### config.mk
export PLATFORM = sky130hd
export DESIGN_NAME = score_keeper_flat
export DESIGN_NICKNAME = d
export VERILOG_FILES = /design/src/rtl/score_keeper_if.sv /design/src/rtl/score_keeper.sv /design/src/flat_wrapper.sv
export SDC_FILE = /design/constraint.sdc
export NUM_CORES = 1
export LEC_CHECK = 0
export CORE_UTILIZATION = 50
export DETAILED_ROUTE_END_ITERATION = 6
export PLACE_DENSITY = 0.79
export SYNTH_ARGS = -nofsm -noshare
export SYNTH_HDL_FRONTEND = slang
export SYNTH_SLANG_ARGS = --single-unit
### constraint.sdc
create_clock -name clk -period 1.9 [get_ports clk]
set_input_delay 0.38 -clock clk [delete_from_list [all_inputs] [get_ports clk]]
set_output_delay 0.38 -clock clk [all_outputs]
set_load 0.05 [all_outputs]
### src/rtl/score_keeper_if.sv
// Purpose : bundles the ball-engine win flags, the restart button and the
//           score/segment outputs of score_keeper into one interface.
// Signals : p1_win, p2_win, start  - levels towards the score keeper
//           done, winner           - game-over status back to the ball engine
//           p1_score, p2_score     - raw score registers
//           p1_seg, p2_seg         - active-low {g,f,e,d,c,b,a} digits
// Modports: master drives the flags/button, slave is the score keeper.
interface score_keeper_if #(
  parameter int unsigned SCORE_W = 4
);
  logic               p1_win;
  logic               p2_win;
  logic               start;
  logic               done;
  logic [1:0]         winner;
  logic [SCORE_W-1:0] p1_score;
  logic [SCORE_W-1:0] p2_score;
  logic [6:0]         p1_seg;
  logic [6:0]         p2_seg;

  modport master (
    output p1_win, p2_win, start,
    input  done, winner, p1_score, p2_score, p1_seg, p2_seg
  );

  modport slave (
    input  p1_win, p2_win, start,
    output done, winner, p1_score, p2_score, p1_seg, p2_seg
  );
endinterface

### src/rtl/score_keeper.sv
// Purpose : keeps both players' scores from the ball engine's win flags,
//           declares game over at WIN_SCORE and drives two 7-segment digits.
// Ports   : clk  - pixel clock
//           rst  - synchronous active-high reset
//           sk   - score_keeper_if.slave (win flags, start, done, winner,
//                  scores and active-low segment digits)
// The start level is also the ball engine's reset source; that routing
// lives at the level that instantiates both blocks.
module score_keeper #(
  parameter int unsigned WIN_SCORE = 7,
  parameter int unsigned SCORE_W   = 4
) (
  input  logic         clk,
  input  logic         rst,
  score_keeper_if.slave sk
);

  typedef enum logic {
    PLAY      = 1'b0,
    GAME_OVER = 1'b1
  } state_e;

  localparam logic [SCORE_W-1:0] WIN_VAL  = SCORE_W'(WIN_SCORE);
  localparam logic [6:0]         SEG_ZERO = 7'b1000000;
  localparam logic [1:0]         WIN_NONE = 2'b00;
  localparam logic [1:0]         WIN_P1   = 2'b01;
  localparam logic [1:0]         WIN_P2   = 2'b10;

  state_e             state_q,      state_d;
  logic [SCORE_W-1:0] p1_score_q,   p1_score_d;
  logic [SCORE_W-1:0] p2_score_q,   p2_score_d;
  logic [1:0]         winner_q,     winner_d;
  logic               done_q,       done_d;
  logic [6:0]         p1_seg_q,     p1_seg_d;
  logic [6:0]         p2_seg_q,     p2_seg_d;
  logic               p1_prev_q,    p1_prev_d;
  logic               p2_prev_q,    p2_prev_d;
  logic               start_prev_q, start_prev_d;

  logic               ev1_c, ev2_c, evs_c;
  logic               p1_only_c, p2_only_c;
  logic [SCORE_W-1:0] p1_inc_c, p2_inc_c;

  // Active-low {g,f,e,d,c,b,a}; anything outside 0..9 shows a dash.
  function automatic logic [6:0] seg_decode(input logic [SCORE_W-1:0] v);
    logic [6:0] s;
    case (v)
      SCORE_W'(0): s = 7'b1000000;
      SCORE_W'(1): s = 7'b1111001;
      SCORE_W'(2): s = 7'b0100100;
      SCORE_W'(3): s = 7'b0110000;
      SCORE_W'(4): s = 7'b0011001;
      SCORE_W'(5): s = 7'b0010010;
      SCORE_W'(6): s = 7'b0000010;
      SCORE_W'(7): s = 7'b1111000;
      SCORE_W'(8): s = 7'b0000000;
      SCORE_W'(9): s = 7'b0010000;
      default:     s = 7'b0111111;
    endcase
    return s;
  endfunction

  // Rising-edge detection; simultaneous wins cancel each other.
  always_comb begin
    ev1_c        = sk.p1_win & ~p1_prev_q;
    ev2_c        = sk.p2_win & ~p2_prev_q;
    evs_c        = sk.start  & ~start_prev_q;
    p1_only_c    = ev1_c & ~ev2_c;
    p2_only_c    = ev2_c & ~ev1_c;
    p1_inc_c     = p1_score_q + SCORE_W'(1);
    p2_inc_c     = p2_score_q + SCORE_W'(1);
    p1_prev_d    = sk.p1_win;
    p2_prev_d    = sk.p2_win;
    start_prev_d = sk.start;
  end

  // State and output registers.
  always_ff @(posedge clk) begin
    if (rst) begin
      state_q      <= PLAY;
      p1_score_q   <= '0;
      p2_score_q   <= '0;
      winner_q     <= WIN_NONE;
      done_q       <= 1'b0;
      p1_seg_q     <= SEG_ZERO;
      p2_seg_q     <= SEG_ZERO;
      // Start high so a level already asserted at release is not an event.
      p1_prev_q    <= 1'b1;
      p2_prev_q    <= 1'b1;
      start_prev_q <= 1'b1;
    end else begin
      state_q      <= state_d;
      p1_score_q   <= p1_score_d;
      p2_score_q   <= p2_score_d;
      winner_q     <= winner_d;
      done_q       <= done_d;
      p1_seg_q     <= p1_seg_d;
      p2_seg_q     <= p2_seg_d;
      p1_prev_q    <= p1_prev_d;
      p2_prev_q    <= p2_prev_d;
      start_prev_q <= start_prev_d;
    end
  end

  // Next-state logic.
  always_comb begin
    state_d = state_q;
    case (state_q)
      PLAY: begin
        if ((p1_only_c && (p1_inc_c == WIN_VAL)) ||
            (p2_only_c && (p2_inc_c == WIN_VAL))) begin
          state_d = GAME_OVER;
        end
      end
      GAME_OVER: begin
        if (evs_c) begin
          state_d = PLAY;
        end
      end
      default: state_d = PLAY;
    endcase
  end

  // Score, winner and done updates; segments decode the current score.
  always_comb begin
    p1_score_d = p1_score_q;
    p2_score_d = p2_score_q;
    winner_d   = winner_q;
    done_d     = done_q;
    p1_seg_d   = seg_decode(p1_score_q);
    p2_seg_d   = seg_decode(p2_score_q);
    case (state_q)
      PLAY: begin
        // Compare before writing so a score can never pass WIN_SCORE.
        if (p1_only_c && (p1_score_q < WIN_VAL)) begin
          p1_score_d = p1_inc_c;
          if (p1_inc_c == WIN_VAL) begin
            done_d   = 1'b1;
            winner_d = WIN_P1;
          end
        end else if (p2_only_c && (p2_score_q < WIN_VAL)) begin
          p2_score_d = p2_inc_c;
          if (p2_inc_c == WIN_VAL) begin
            done_d   = 1'b1;
            winner_d = WIN_P2;
          end
        end
      end
      GAME_OVER: begin
        if (evs_c) begin
          p1_score_d = '0;
          p2_score_d = '0;
          winner_d   = WIN_NONE;
          done_d     = 1'b0;
        end
      end
      default: begin
        p1_score_d = '0;
        p2_score_d = '0;
        winner_d   = WIN_NONE;
        done_d     = 1'b0;
      end
    endcase
  end

  assign sk.done     = done_q;
  assign sk.winner   = winner_q;
  assign sk.p1_score = p1_score_q;
  assign sk.p2_score = p2_score_q;
  assign sk.p1_seg   = p1_seg_q;
  assign sk.p2_seg   = p2_seg_q;

endmodule

### src/flat_wrapper.sv
// flat-port wrapper written by rule: the top's interface ports become plain ports
module score_keeper_flat 
#(
  parameter int unsigned WIN_SCORE = 7,
  parameter int unsigned SCORE_W   = 4
)
  (clk, rst, sk_p1_win, sk_p2_win, sk_start, sk_done, sk_winner, sk_p1_score, sk_p2_score, sk_p1_seg, sk_p2_seg);
  score_keeper_if #(.SCORE_W(SCORE_W)) sk_i ();
  input  logic clk;
  input  logic rst;
  input wire logic [$bits(sk_i.p1_win)-1:0] sk_p1_win;
  input wire logic [$bits(sk_i.p2_win)-1:0] sk_p2_win;
  input wire logic [$bits(sk_i.start)-1:0] sk_start;
  output wire logic [$bits(sk_i.done)-1:0] sk_done;
  output wire logic [$bits(sk_i.winner)-1:0] sk_winner;
  output wire logic [$bits(sk_i.p1_score)-1:0] sk_p1_score;
  output wire logic [$bits(sk_i.p2_score)-1:0] sk_p2_score;
  output wire logic [$bits(sk_i.p1_seg)-1:0] sk_p1_seg;
  output wire logic [$bits(sk_i.p2_seg)-1:0] sk_p2_seg;
  assign sk_i.p1_win = sk_p1_win;
  assign sk_i.p2_win = sk_p2_win;
  assign sk_i.start = sk_start;
  assign sk_done = sk_i.done;
  assign sk_winner = sk_i.winner;
  assign sk_p1_score = sk_i.p1_score;
  assign sk_p2_score = sk_i.p2_score;
  assign sk_p1_seg = sk_i.p1_seg;
  assign sk_p2_seg = sk_i.p2_seg;
  score_keeper #(.WIN_SCORE(WIN_SCORE), .SCORE_W(SCORE_W)) u_core (.clk(clk), .rst(rst), .sk(sk_i));
endmodule
==> results of run 1 <==
[timing repair]
action | CTS | global route
hold endpoints to repair | 0 | 0
endpoints found under the setup margin | 0 | 3
resized for setup | 0 | 4
buffers inserted | 0 | 0
[tightest hold or removal path: cells and delay by family, from the launching register on]
family | cells | cell delay, ns
AOI/OAI and AO/OA | 1 | 0.05
buffers and inverters | 1 | 0.05
DFF | 1 | 0.33
[placed cells by master (no fill, tap or decap), types with 3 or more instances in the layout]
| master | netlist | final |
|---|---|---|
| sky130_fd_sc_hd__or2_2 | 3 | 3 |
| sky130_fd_sc_hd__clkbuf_4 | 0 | 5 |
| sky130_fd_sc_hd__ha_1 | 11 | 10 |
| sky130_fd_sc_hd__nor2b_1 | 3 | 3 |
| sky130_fd_sc_hd__clkdlybuf4s50_1 | 0 | 19 |
| sky130_fd_sc_hd__buf_12 | 0 | 4 |
| sky130_fd_sc_hd__o21ai_0 | 3 | 3 |
| sky130_fd_sc_hd__o21a_1 | 5 | 5 |
| sky130_fd_sc_hd__nand2_1 | 12 | 12 |
| sky130_fd_sc_hd__buf_4 | 0 | 13 |
| sky130_fd_sc_hd__nand2b_1 | 6 | 6 |
| sky130_fd_sc_hd__nor2_1 | 17 | 17 |
| sky130_fd_sc_hd__inv_1 | 10 | 10 |
| sky130_fd_sc_hd__nand3_1 | 6 | 6 |
| sky130_fd_sc_hd__dfxtp_2 | 0 | 3 |
| sky130_fd_sc_hd__dfxtp_1 | 29 | 26 |
| sky130_fd_sc_hd__a21oi_1 | 23 | 23 |
[cells by family (layout without fill, tap and decap cells)]
logic type                 Yosys count  count (layout)
AOI/OAI and AO/OA                   46              46
and+or+nand+nor                     63              63
buffers and inverters               18              54
DFF                                 29              29
muxes                                1               1
adders and majority gates           11              11
[layout make-up]
cell class	instances	share of cell area
Timing Repair Buffer	37	0.199
Tap cell	31	0.0203
Inverter	10	0.0196
Multi-Input combinational cell	121	0.427
Clock buffer	7	0.0288
Sequential cell	29	0.306
[flip-flops by register name (all words and copies together), names as in the netlist, 2 cells and up]
register / flops
u_core.sk.p1_score: 4
u_core.sk.p1_seg: 7
u_core.sk.p2_score: 4
u_core.sk.p2_seg: 7
u_core.sk.winner: 2
[through the flow]
stage	setup TNS, ns	instance area, um^2
after detailed placement	-0.375	1840
after floorplan	0	1460
after global routing	0	1910
final	0	1910
after global placement	-0.0693	1840
after CTS	0	1890
[cells in the mapped netlist, types with 3 or more instances]
cell | number | share of area
sky130_fd_sc_hd__o21a_1 | 5 | 0.026
sky130_fd_sc_hd__nand3_1 | 6 | 0.021
sky130_fd_sc_hd__ha_1 | 11 | 0.095
sky130_fd_sc_hd__a21oi_1 | 23 | 0.079
sky130_fd_sc_hd__inv_1 | 10 | 0.026
sky130_fd_sc_hd__dfxtp_1 | 29 | 0.40
sky130_fd_sc_hd__nand2b_1 | 6 | 0.026
sky130_fd_sc_hd__or2_2 | 3 | 0.013
sky130_fd_sc_hd__nand2_1 | 12 | 0.031
sky130_fd_sc_hd__nor2_1 | 17 | 0.044
sky130_fd_sc_hd__nor2b_1 | 3 | 0.013
sky130_fd_sc_hd__clkbuf_1 | 5 | 0.013
sky130_fd_sc_hd__o21ai_0 | 3 | 0.010
[how the worst max path moves through the flow]
stage	from	to	slack [ns]	depth (start not counted)
global route	u_core.sk.winner[0]	sk_winner[0]	0.01	1
floorplan	u_core.sk.p2_score[0]	u_core.sk.done	0.01	6
CTS	u_core.sk.winner[1]	sk_winner[1]	0.04	1
finish	u_core.sk.winner[0]	sk_winner[0]	0.05	1
global placement	sk_p2_win	u_core.sk.p2_score[0]	-0.04	6
detailed placement	sk_p2_win	u_core.sk.p2_score[0]	-0.10	6
[power breakdown]
part | leakage, nW | total (W) | internal (W) | switching, W
clock | 0.0314 | 0.000366 | 0.000174 | 0.000192
combinational | 0.493 | 0.000133 | 0.0000544 | 0.0000782
sequential | 0.237 | 0.000629 | 0.000620 | 0.00000855
[layer usage]
layer / GRT usage / share of wire
met1: 0.244 / 0.46
met2: 0.325 / 0.47
met3: 0.0767 / 0.050
met4: 0.0732 / 0.022
met5: 0 / 0
==> out/qor.tcl, run 1 <==
set qor(syn-mean-instance-area_um2) 8.64
set qor(power_density_nw_per_um2) 590
set qor(initial_utilization) 0.526
set qor(synth.net_count) 184
set qor(totalWireLength_mm) 2.93
set qor(detail_route.drc_violations) 0
set qor(antenna-diode-count) 0
set qor(drive_gt1_frac) 0.196
set qor(postSynthRegisterBits) 29
set qor(synth-seq-area-share) 0.400
set qor(core_region_area_um2) 2760
set qor(critical_path.endpoint_type) {output pin}
set qor(min_delay_path_depth) 2
set qor(cts_hold_buf) 0
set qor(hold_slack_ns) 0.484
set qor(ys_warn_count) 0
set qor(place.detailed.instances) 228
set qor(detailedPlacementHpwl_mm) 2.12
set qor(final.period_utilization) 0.971
set qor(boundaryPins) 30
set qor(nNetsFinal) 220
set qor(ys_dominant_reg_cell) {sky130_fd_sc_hd__dfxtp_1}
set qor(post_synth_fa_ha_maj_area_fraction) 0.0948
set qor(n_fill_cell) 223
set qor(timing.critical_path.arrival_ns) 1.47
set qor(final_core_util) 0.693
set qor(grt_setup_unrepaired) {false}
set qor(cts_root_buffer) {sky130_fd_sc_hd__clkbuf_4}
set qor(rr_endpoint) {u_core.sk.winner[1]}
set qor(timing.final.ws_setup_ns) 0.0543
set qor(dieWidth_um) 55.9
set qor(drv.max_cap_violation_count) 0
set qor(maxSlewViolCount) 0
set qor(cts_max_path_buffers) 2
set qor(timing.final.setup_violations) 0
set qor(grt_max_degree) 24
set qor(grt_pass1_vias) 1102
set qor(placement.setup.worst_slack_ns) -0.102
set qor(max_freq_mhz) 542
set qor(path_class) {reg -> out}
set qor(ir_drop_v) 0.000657
set qor(total_grt_usage) 0.201
set qor(critPathSlowestCell) {sky130_fd_sc_hd__clkdlybuf4s50_1}
set qor(crit_path_max_fanout) 2
set qor(overall_die_area_um2) 3120
set qor(synth_edf_count) 0
set qor(cts_sink_cnt) 29
set qor(clock_tree.htree_level_count) 2
set qor(critical-path-top-delay-family) {buffers and inverters}
set qor(seq_area_um2) 584
set qor(status) {completed}
set qor(numCtsBuffers) 5
set qor(synth_mux_area_frac) 0.0103
set qor(totalPowerFinal_w) 0.00113
set qor(cellLeakagePower_nw) 0.761
set qor(tritoncts) {built}
set qor(critPathBufInv) 1
set qor(reg2reg_slack_ns) 0.16
set qor(drt_iter0_markers) 41
set qor(clock-skew-final_ns) 0.00816
set qor(netlist-cell-type-count) 42
set qor(count_of_buffers_inserted_at_the_top_level_ports) 29
set qor(hold_start) {u_core.sk.done}
set qor(detail_route.vias_per_cell) 5.24
set qor(grt_overflow) 0
set qor(synth.cell_area_um2) 1450
set qor(max_slew.worst_pin.slew_ns) 0.607
set qor(synth-async-reset-ratio) 0
set qor(post_synth_inst_count) 168
set qor(synth_simple_gate_area_frac) 0.230
set qor(yosys.area_share.xor_xnor) 0
set qor(multi_input_comb_area_um2) 816
set qor(vias) 1232
set qor(dr.pass1.iters) 4
set qor(detail-route-antenna-nets) 0
set qor(dominant_combinational_cell_family_by_area_after_synthesis) {simple AND/OR/NAND/NOR gates}
set qor(crit_path_cell_trace) {clkdlybuf4s50_1}
set qor(worstRegToRegCells) 6
set qor(floorplan.die.height_um) 55.9
set qor(cp-start-kind) {register}
set qor(max_slew_margin) 0.595
set qor(wire_per_inst_um) 12.5
set qor(finish.cell_count_without_fillers) 235
set qor(clkLatencyLatePin_ns) 0.33
set qor(antenna_violations_before_repair) 0
set qor(cts.clk_slew.worst_paths_ns) 0.09
set qor(standard_cell_row_count) 19
set qor(final.min_clock_period_ns) 1.85
set qor(critical_path.max_stage_delay_ns) 0.80
set qor(synth-compound-area-share) 0.216
set qor(grt_first_pass_wirelength_mm) 4.83
set qor(gp_routability_congestion) 0.855
set qor(hold_class) {reg -> reg}
set qor(finalHoldViolCount) 0
set qor(syn_to_final_growth_pct) 31.7
set qor(reg2reg_from) {u_core.sk.p1_score[1]}
set qor(required_time_at_the_worst_slack_endpoint_ns) 1.52
set qor(worst_hold_end) {u_core.sk.done}
(Power assumes the default switching activity.)
==> run 2: changes to the inputs <==
--- a/config.mk
+++ b/config.mk
@@ -8,6 +8,7 @@
 export CORE_UTILIZATION = 50
 export DETAILED_ROUTE_END_ITERATION = 6
 export PLACE_DENSITY = 0.79
+export RECOVER_POWER = 50
 export SYNTH_ARGS = -nofsm -noshare
 export SYNTH_HDL_FRONTEND = slang
 export SYNTH_SLANG_ARGS = --single-unit
==> run 2 against run 1 <==
  * Fmax fell by 0.14%
  * Core utilization fell by 2.5 points
  * Flip-flop and latch count did not move
  * Sequential share of layout area rose by 1.1 points
  * Wire length rose by 1.8%
  * Total power fell by 0.28%
  * Clock power barely moved
  * Via count rose by 1.8%
  * Final cell count did not move
  * Critical endpoint unchanged
  * Largest power group unchanged
==> out/qor.tcl, run 2 (synthesized netlist as in run 1, its figures left out) <==
set qor(status) {completed} ;# unchanged
set qor(syn_to_final_growth_pct) 27.0 ;# was 31.7%
set qor(grt_pass1_vias) 1102 ;# unchanged
set qor(p_sw_w) 0.000279 ;# about the same
set qor(drive_gt1_frac) 0.167 ;# was 0.196
set qor(antenna-diode-count) 0 ;# unchanged
set qor(overall_die_area_um2) 3120 ;# unchanged
set qor(placed_cell_area_um2) 1840 ;# unchanged
set qor(finalHoldViolCount) 0 ;# unchanged
set qor(final_cell_mix) {26 x sky130_fd_sc_hd__dfxtp_1, 23 x sky130_fd_sc_hd__a21oi_1, 18 x sky130_fd_sc_hd__clkdlybuf4s50_1, 17 x sky130_fd_sc_hd__nor2_1, 12 x sky130_fd_sc_hd__nand2_1} ;# was 26 x sky130_fd_sc_hd__dfxtp_1, 23 x sky130_fd_sc_hd__a21oi_1, 19 x sky130_fd_sc_hd__clkdlybuf4s50_1, 17 x sky130_fd_sc_hd__nor2_1, 13 x sky130_fd_sc_hd__buf_4
set qor(timing.final.setup_violations) 0 ;# unchanged
set qor(n_fill_cell) 232 ;# was 223
set qor(totalWireLength_mm) 2.98 ;# was 2.93 mm
set qor(multi_input_comb_area_um2) 816 ;# unchanged
set qor(max_slew.worst_pin.slew_ns) 0.971 ;# was 0.607 ns
set qor(share_clk_of_total_power) 0.325 ;# about the same
set qor(ir_drop_v) 0.000654 ;# was 0.000657 V
set qor(gp_routability_congestion) 0.855 ;# unchanged
set qor(path_class) {reg -> out} ;# unchanged
set qor(hold_start) {u_core.sk.done} ;# unchanged
set qor(totalPowerFinal_w) 0.00112 ;# was 0.00113 W
set qor(worstRegToRegCells) 6 ;# unchanged
set qor(clkLatencyLatePin_ns) 0.33 ;# about the same
set qor(max_freq_mhz) 541 ;# was 542 MHz
set qor(dr.pass1.iters) 4 ;# unchanged
set qor(initial_utilization) 0.526 ;# unchanged
set qor(final.period_utilization) 0.973 ;# was 0.971
set qor(power_density_nw_per_um2) 610 ;# was 590 nW/um^2
set qor(maxSlewViolCount) 0 ;# unchanged
set qor(critPathBufInv) 1 ;# unchanged
set qor(power.share.switching) 0.248 ;# was 0.247
set qor(count_of_buffers_inserted_at_the_top_level_ports) 29 ;# unchanged
set qor(antenna_violations_before_repair) 0 ;# unchanged
set qor(dieWidth_um) 55.9 ;# unchanged
set qor(critical_path.endpoint_type) {output pin} ;# unchanged
set qor(hold_slack_ns) 0.483 ;# was 0.484 ns
set qor(detail_route.drc_violations) 0 ;# unchanged
set qor(vias) 1254 ;# was 1,232
set qor(seqPwrFrac) 0.559 ;# was 0.558
set qor(tritoncts) {built} ;# unchanged
set qor(cell_internal_pwr_w) 0.000846 ;# was 0.000849 W
set qor(cellLeakagePower_nw) 0.707 ;# was 0.761 nW
set qor(comb_power_share) 0.115 ;# was 0.118
set qor(numCtsBuffers) 5 ;# unchanged
set qor(drt_iter0_markers) 44 ;# was 41
set qor(cts.clk_slew.worst_paths_ns) 0.09 ;# about the same
set qor(detail-route-antenna-nets) 0 ;# unchanged
set qor(max_slew_margin) 0.353 ;# was 0.595
set qor(cts_root_buffer) {sky130_fd_sc_hd__clkbuf_4} ;# unchanged
set qor(grt_overflow) 0 ;# unchanged
set qor(clock_tree.htree_level_count) 2 ;# unchanged
set qor(critical-path-top-delay-family) {buffers and inverters} ;# unchanged
set qor(final.min_clock_period_ns) 1.85 ;# about the same
set qor(finalInstanceArea_um2) 1840 ;# was 1910 um^2
set qor(reg2reg_from) {u_core.sk.p2_score[1]} ;# was u_core.sk.p1_score[1]
set qor(floorplan.die.height_um) 55.9 ;# unchanged
set qor(standard_cell_row_count) 19 ;# unchanged
set qor(crit_path_cell_trace) {clkdlybuf4s50_1} ;# unchanged
set qor(detail_route.vias_per_cell) 5.34 ;# was 5.24
set qor(total_grt_usage) 0.201 ;# unchanged
set qor(worst_hold_end) {u_core.sk.done} ;# unchanged
set qor(reg2reg_slack_ns) 0.14 ;# was 0.16 ns
set qor(rr_endpoint) {u_core.sk.winner[0]} ;# was u_core.sk.winner[1]
set qor(cp-start-kind) {register} ;# unchanged
set qor(core_region_area_um2) 2760 ;# unchanged
set qor(cts_sink_cnt) 29 ;# unchanged
set qor(crit_path_max_fanout) 2 ;# unchanged
set qor(critical_path.max_stage_delay_ns) 0.80 ;# about the same
set qor(detailedPlacementHpwl_mm) 2.12 ;# unchanged
set qor(timing.critical_path.arrival_ns) 1.47 ;# about the same
set qor(min_delay_path_depth) 2 ;# unchanged
set qor(cts_hold_buf) 0 ;# unchanged
set qor(nNetsFinal) 220 ;# unchanged
set qor(hold_class) {reg -> reg} ;# unchanged
set qor(grt_setup_unrepaired) {false} ;# unchanged
set qor(clock-skew-final_ns) 0.00677 ;# was 0.00816 ns
set qor(grt_max_degree) 24 ;# unchanged
set qor(layout.cells.most_common) {sky130_fd_sc_hd__dfxtp_1} ;# unchanged
set qor(seq_area_um2) 584 ;# unchanged
set qor(wire_per_inst_um) 12.7 ;# was 12.5 um
set qor(required_time_at_the_worst_slack_endpoint_ns) 1.52 ;# about the same
set qor(boundaryPins) 30 ;# unchanged
set qor(cts_max_path_buffers) 2 ;# unchanged
set qor(drv.max_cap_violation_count) 0 ;# unchanged
set qor(grt_first_pass_wirelength_mm) 4.83 ;# unchanged
set qor(critPathSlowestCell) {sky130_fd_sc_hd__clkdlybuf4s50_1} ;# unchanged
==> run 2: cell count changes in the layout (fill, tap and decap cells not counted) <==
cell / previous run / this run
sky130_fd_sc_hd__dlygate4sd3_1: 0 / 1
sky130_fd_sc_hd__buf_12: 4 / 1
sky130_fd_sc_hd__clkbuf_1: 1 / 8
sky130_fd_sc_hd__buf_4: 13 / 10
sky130_fd_sc_hd__dlymetal6s2s_1: 1 / 0
sky130_fd_sc_hd__clkdlybuf4s50_1: 19 / 18
==> run 2: layout make-up <==
class	instances	area share
Sequential cell	29	0.317
Multi-Input combinational cell	121	0.443
Tap cell	31	0.0210
Inverter	10	0.0204
Clock buffer	7	0.0299
Timing Repair Buffer	37	0.169
==> run 2: power groups by stage <==
stage | sequential, W | combinational [W] | clock, W
after CTS | 0.000629 | 0.000133 | 0.000377
after global routing | 0.000631 | 0.000141 | 0.000410
after global placement | 0.000643 | 0.000129 | 0
after floorplan | 0.000677 | 0.0000541 | 0
final | 0.000629 | 0.000130 | 0.000366
after detailed placement | 0.000643 | 0.000132 | 0
==> run 2: repair_timing <==
item                                    in CTS  in global routing
buffers inserted                             0                  0
resized for setup                            0                  4
endpoints found under the setup margin       0                  3
==> run 2: layer usage <==
layer	vias up	routed length, um	track usage
met5	-	0	0
met4	0	63	0.0732
li1	650	-	-
met3	7	147	0.0767
met1	557	1340	0.244
met2	40	1430	0.325
==> run 2: tightest hold or removal path: stages, from the launching register on <==
cell and delay, ns:
sky130_fd_sc_hd__dfxtp_1 0.33, sky130_fd_sc_hd__inv_1 0.05, sky130_fd_sc_hd__a21oi_1 0.05
==> run 2: worst max path at each step <==
stage | from | end | cells past startpoint
floorplan | u_core.sk.p2_score[0] | u_core.sk.done | 6
global placement | sk_p2_win | u_core.sk.p2_score[0] | 6
detailed placement | sk_p2_win | u_core.sk.p2_score[0] | 6
CTS | u_core.sk.winner[1] | sk_winner[1] | 1
global route | u_core.sk.winner[0] | sk_winner[0] | 1
finish | u_core.sk.winner[0] | sk_winner[0] | 1
==> run 2: per-stage QoR <==
step                instances  setup TNS, ns  setup slack [ns]   util
floorplan                 168              0            0.0101      -
global placement          228        -0.0693           -0.0414  0.667
detailed placement        228         -0.375            -0.102  0.667
CTS                       235              0            0.0375  0.687
global route              235              0            0.0147  0.668
finish                    235              0            0.0516  0.668
==> run 3: changes to the inputs <==
--- a/config.mk
+++ b/config.mk
@@ -9,6 +9,8 @@
 export DETAILED_ROUTE_END_ITERATION = 6
 export PLACE_DENSITY = 0.79
 export RECOVER_POWER = 50
+export SETUP_SLACK_MARGIN = 0.15
 export SYNTH_ARGS = -nofsm -noshare
 export SYNTH_HDL_FRONTEND = slang
 export SYNTH_SLANG_ARGS = --single-unit
+export TNS_END_PERCENT = 5
==> run 3 against run 2 <==
  * Setup slack gained 0.034 ns
  * Non-clock buffer count is the same
  * Total power grew 5.1%
  * Critical path type unchanged
  * Critical endpoint is now sk_p2_seg[1]
==> out/qor.tcl, run 3 (synthesized netlist as in run 1, its figures left out) <==
set qor(status) {completed} ;# unchanged
set qor(grt_max_degree) 20 ;# was 24
set qor(final.period_utilization) 0.955 ;# was 0.973
set qor(detail_route.drc_violations) 0 ;# unchanged
set qor(final_core_util) 0.674 ;# was 0.668
set qor(share_clk_of_total_power) 0.360 ;# was 0.325
set qor(cell_internal_pwr_w) 0.000884 ;# was 0.000846 W
set qor(seq_area_um2) 588 ;# was 584 um^2
set qor(post-cts-setup-buffers) 0 ;# unchanged
set qor(crit_path_max_fanout) 1 ;# was 2
set qor(final_cell_mix) {25 x sky130_fd_sc_hd__dfxtp_1, 23 x sky130_fd_sc_hd__a21oi_1, 17 x sky130_fd_sc_hd__nor2_1, 16 x sky130_fd_sc_hd__clkdlybuf4s50_1, 12 x sky130_fd_sc_hd__nand2_1} ;# was 26 x sky130_fd_sc_hd__dfxtp_1, 23 x sky130_fd_sc_hd__a21oi_1, 18 x sky130_fd_sc_hd__clkdlybuf4s50_1, 17 x sky130_fd_sc_hd__nor2_1, 12 x sky130_fd_sc_hd__nand2_1
set qor(power.share.switching) 0.252 ;# was 0.248
set qor(detail-route-antenna-nets) 0 ;# unchanged
set qor(antenna-diode-count) 0 ;# unchanged
set qor(clkLatencyLatePin_ns) 0.33 ;# about the same
set qor(boundaryPins) 30 ;# unchanged
set qor(critical-path-top-delay-family) {buffers and inverters} ;# unchanged
set qor(clock_tree.htree_level_count) 2 ;# unchanged
set qor(initial_utilization) 0.526 ;# unchanged
set qor(ir_drop_v) 0.000567 ;# was 0.000654 V
set qor(final.min_clock_period_ns) 1.81 ;# was 1.85 ns
set qor(critPathBufInv) 1 ;# unchanged
set qor(syn_to_final_growth_pct) 28.1 ;# was 27.0%
set qor(finish.cell_count_without_fillers) 236 ;# was 235
set qor(vias) 1261 ;# was 1,254
set qor(multi_input_comb_area_um2) 816 ;# unchanged
set qor(p_sw_w) 0.000297 ;# was 0.000279 W
set qor(grt_first_pass_wirelength_mm) 4.97 ;# was 4.83 mm
set qor(dieWidth_um) 55.9 ;# unchanged
set qor(max_slew.worst_pin.slew_ns) 0.793 ;# was 0.971 ns
set qor(timing.final.setup_violations) 0 ;# unchanged
set qor(hold_start) {u_core.sk.done} ;# unchanged
set qor(wire_per_inst_um) 12.6 ;# was 12.7 um
set qor(reg2reg_slack_ns) 0.13 ;# was 0.14 ns
set qor(crit_path_cell_trace) {clkdlybuf4s50_1} ;# unchanged
set qor(cts.clk_slew.worst_paths_ns) 0.10 ;# was 0.09 ns
set qor(finalHoldViolCount) 0 ;# unchanged
set qor(comb_power_share) 0.106 ;# was 0.115
set qor(worstRegToRegCells) 6 ;# unchanged
set qor(grt_setup_unrepaired) {true} ;# was false
set qor(critical_path.max_stage_delay_ns) 0.79 ;# was 0.80 ns
set qor(max_freq_mhz) 551 ;# was 541 MHz
set qor(count_of_buffers_inserted_at_the_top_level_ports) 29 ;# unchanged
set qor(hold_class) {reg -> reg} ;# unchanged
set qor(cts_root_buffer) {sky130_fd_sc_hd__clkbuf_4} ;# unchanged
set qor(layout.cells.most_common) {sky130_fd_sc_hd__dfxtp_1} ;# unchanged
set qor(dr.pass1.iters) 4 ;# unchanged
set qor(detailedPlacementHpwl_mm) 2.09 ;# was 2.12 mm
set qor(reg2reg_from) {u_core.sk.p1_score[1]} ;# was u_core.sk.p2_score[1]
set qor(required_time_at_the_worst_slack_endpoint_ns) 1.52 ;# about the same
set qor(tritoncts) {built} ;# unchanged
set qor(cellLeakagePower_nw) 0.739 ;# was 0.707 nW
set qor(detail_route.vias_per_cell) 5.34 ;# about the same
set qor(cts_max_path_buffers) 2 ;# unchanged
set qor(max_slew_margin) 0.471 ;# was 0.353
set qor(power_density_nw_per_um2) 636 ;# was 610 nW/um^2
set qor(cts-resized-gates) 1 ;# was 0
set qor(seqPwrFrac) 0.534 ;# was 0.559
set qor(n_fill_cell) 229 ;# was 232
set qor(grt_pass1_vias) 1146 ;# was 1,102
set qor(place.detailed.instances) 228 ;# unchanged
set qor(path_class) {reg -> out} ;# unchanged
set qor(critPathSlowestCell) {sky130_fd_sc_hd__clkdlybuf4s50_1} ;# unchanged
set qor(drt_iter0_markers) 39 ;# was 44
set qor(standard_cell_row_count) 19 ;# unchanged
set qor(timing.critical_path.arrival_ns) 1.43 ;# was 1.47 ns
set qor(rr_endpoint) {u_core.sk.winner[1]} ;# was u_core.sk.winner[0]
set qor(numCtsBuffers) 5 ;# unchanged
set qor(maxSlewViolCount) 0 ;# unchanged
set qor(cts_hold_buf) 0 ;# unchanged
set qor(antenna_violations_before_repair) 0 ;# unchanged
set qor(min_delay_path_depth) 2 ;# unchanged
set qor(drive_gt1_frac) 0.176 ;# was 0.167
set qor(cp-start-kind) {register} ;# unchanged
set qor(drv.max_cap_violation_count) 0 ;# unchanged
set qor(critical_path.endpoint_type) {output pin} ;# unchanged
set qor(total_grt_usage) 0.206 ;# was 0.201
set qor(grt_overflow) 0 ;# unchanged
set qor(clock-skew-final_ns) 0.0129 ;# was 0.00677 ns
set qor(cts_sink_cnt) 29 ;# unchanged
set qor(worst_hold_end) {u_core.sk.done} ;# unchanged
set qor(core_region_area_um2) 2760 ;# unchanged
set qor(gp_routability_congestion) 0.821 ;# was 0.855
set qor(nNetsFinal) 220 ;# unchanged
set qor(floorplan.die.height_um) 55.9 ;# unchanged
set qor(totalWireLength_mm) 2.99 ;# was 2.98 mm
set qor(overall_die_area_um2) 3120 ;# unchanged
run 3: cell count changes in the layout (fill, tap and decap cells not counted), sizes merged:
cell	before	now
clkbuf	14	15
clkinv	0	1
clkdlybuf4s50	18	16
buf	11	10
dlymetal6s2s	0	1
dlygate4sd2	0	1
run 3: cell type report:
| type | instances | area share |
|---|---|---|
| clock buffers | 7 | 0.0350 |
| clock inverters | 1 | 0.00269 |
| inverters | 10 | 0.0202 |
| multi-input cells | 121 | 0.439 |
| flip-flops and latches | 29 | 0.316 |
| well taps | 31 | 0.0209 |
| repair buffers | 37 | 0.166 |
run 3: how the worst max path moves through the flow:
| stage | from | end | slack, ns | depth (start not counted) |
|---|---|---|---|---|
| after global routing | u_core.sk.p2_seg[5] | sk_p2_seg[5] | 0.04 | 1 |
| after floorplan | u_core.sk.p1_score[1] | u_core.sk.winner[1] | 0.15 | 6 |
| after global placement | sk_p2_win | u_core.sk.p2_score[0] | -0.02 | 6 |
| after detailed placement | sk_p1_win | u_core.sk.done | -0.12 | 5 |
| final | u_core.sk.p2_seg[1] | sk_p2_seg[1] | 0.09 | 1 |
| after CTS | u_core.sk.p1_seg[1] | sk_p1_seg[1] | 0.06 | 1 |
run 3: power by group through the flow:
stage	clock (W)	combinational, W	sequential (W)
2_1_floorplan	0	0.0000541	0.000677
3_3_place_gp	0	0.000127	0.000645
3_5_place_dp	0	0.000129	0.000646
4_1_cts	0.000434	0.000130	0.000632
5_1_grt	0.000461	0.000135	0.000633
6_report	0.000425	0.000126	0.000631
run 3: stage by stage:
step,hold slack [ns],TNS (ns),setup WS (ns),cell area [um^2],total power (W)
after CTS,0.479,0,0.0622,1910,0.00120
after floorplan,0.487,0,0.151,1460,0.000732
after detailed placement,0.461,-0.374,-0.119,1840,0.000775
after global placement,0.442,-0.0496,-0.0220,1840,0.000772
after global routing,0.493,0,0.0358,1860,0.00123
final,0.479,0,0.0856,1860,0.00118
run 3: layer usage:
layer | global-route usage | up-vias | part of all wire
met1 | 0.254 | 560 | 0.45
li1 | - | 651 | -
met5 | 0 | - | 0
met4 | 0.0976 | 0 | 0.015
met2 | 0.325 | 44 | 0.48
met3 | 0.0674 | 6 | 0.060
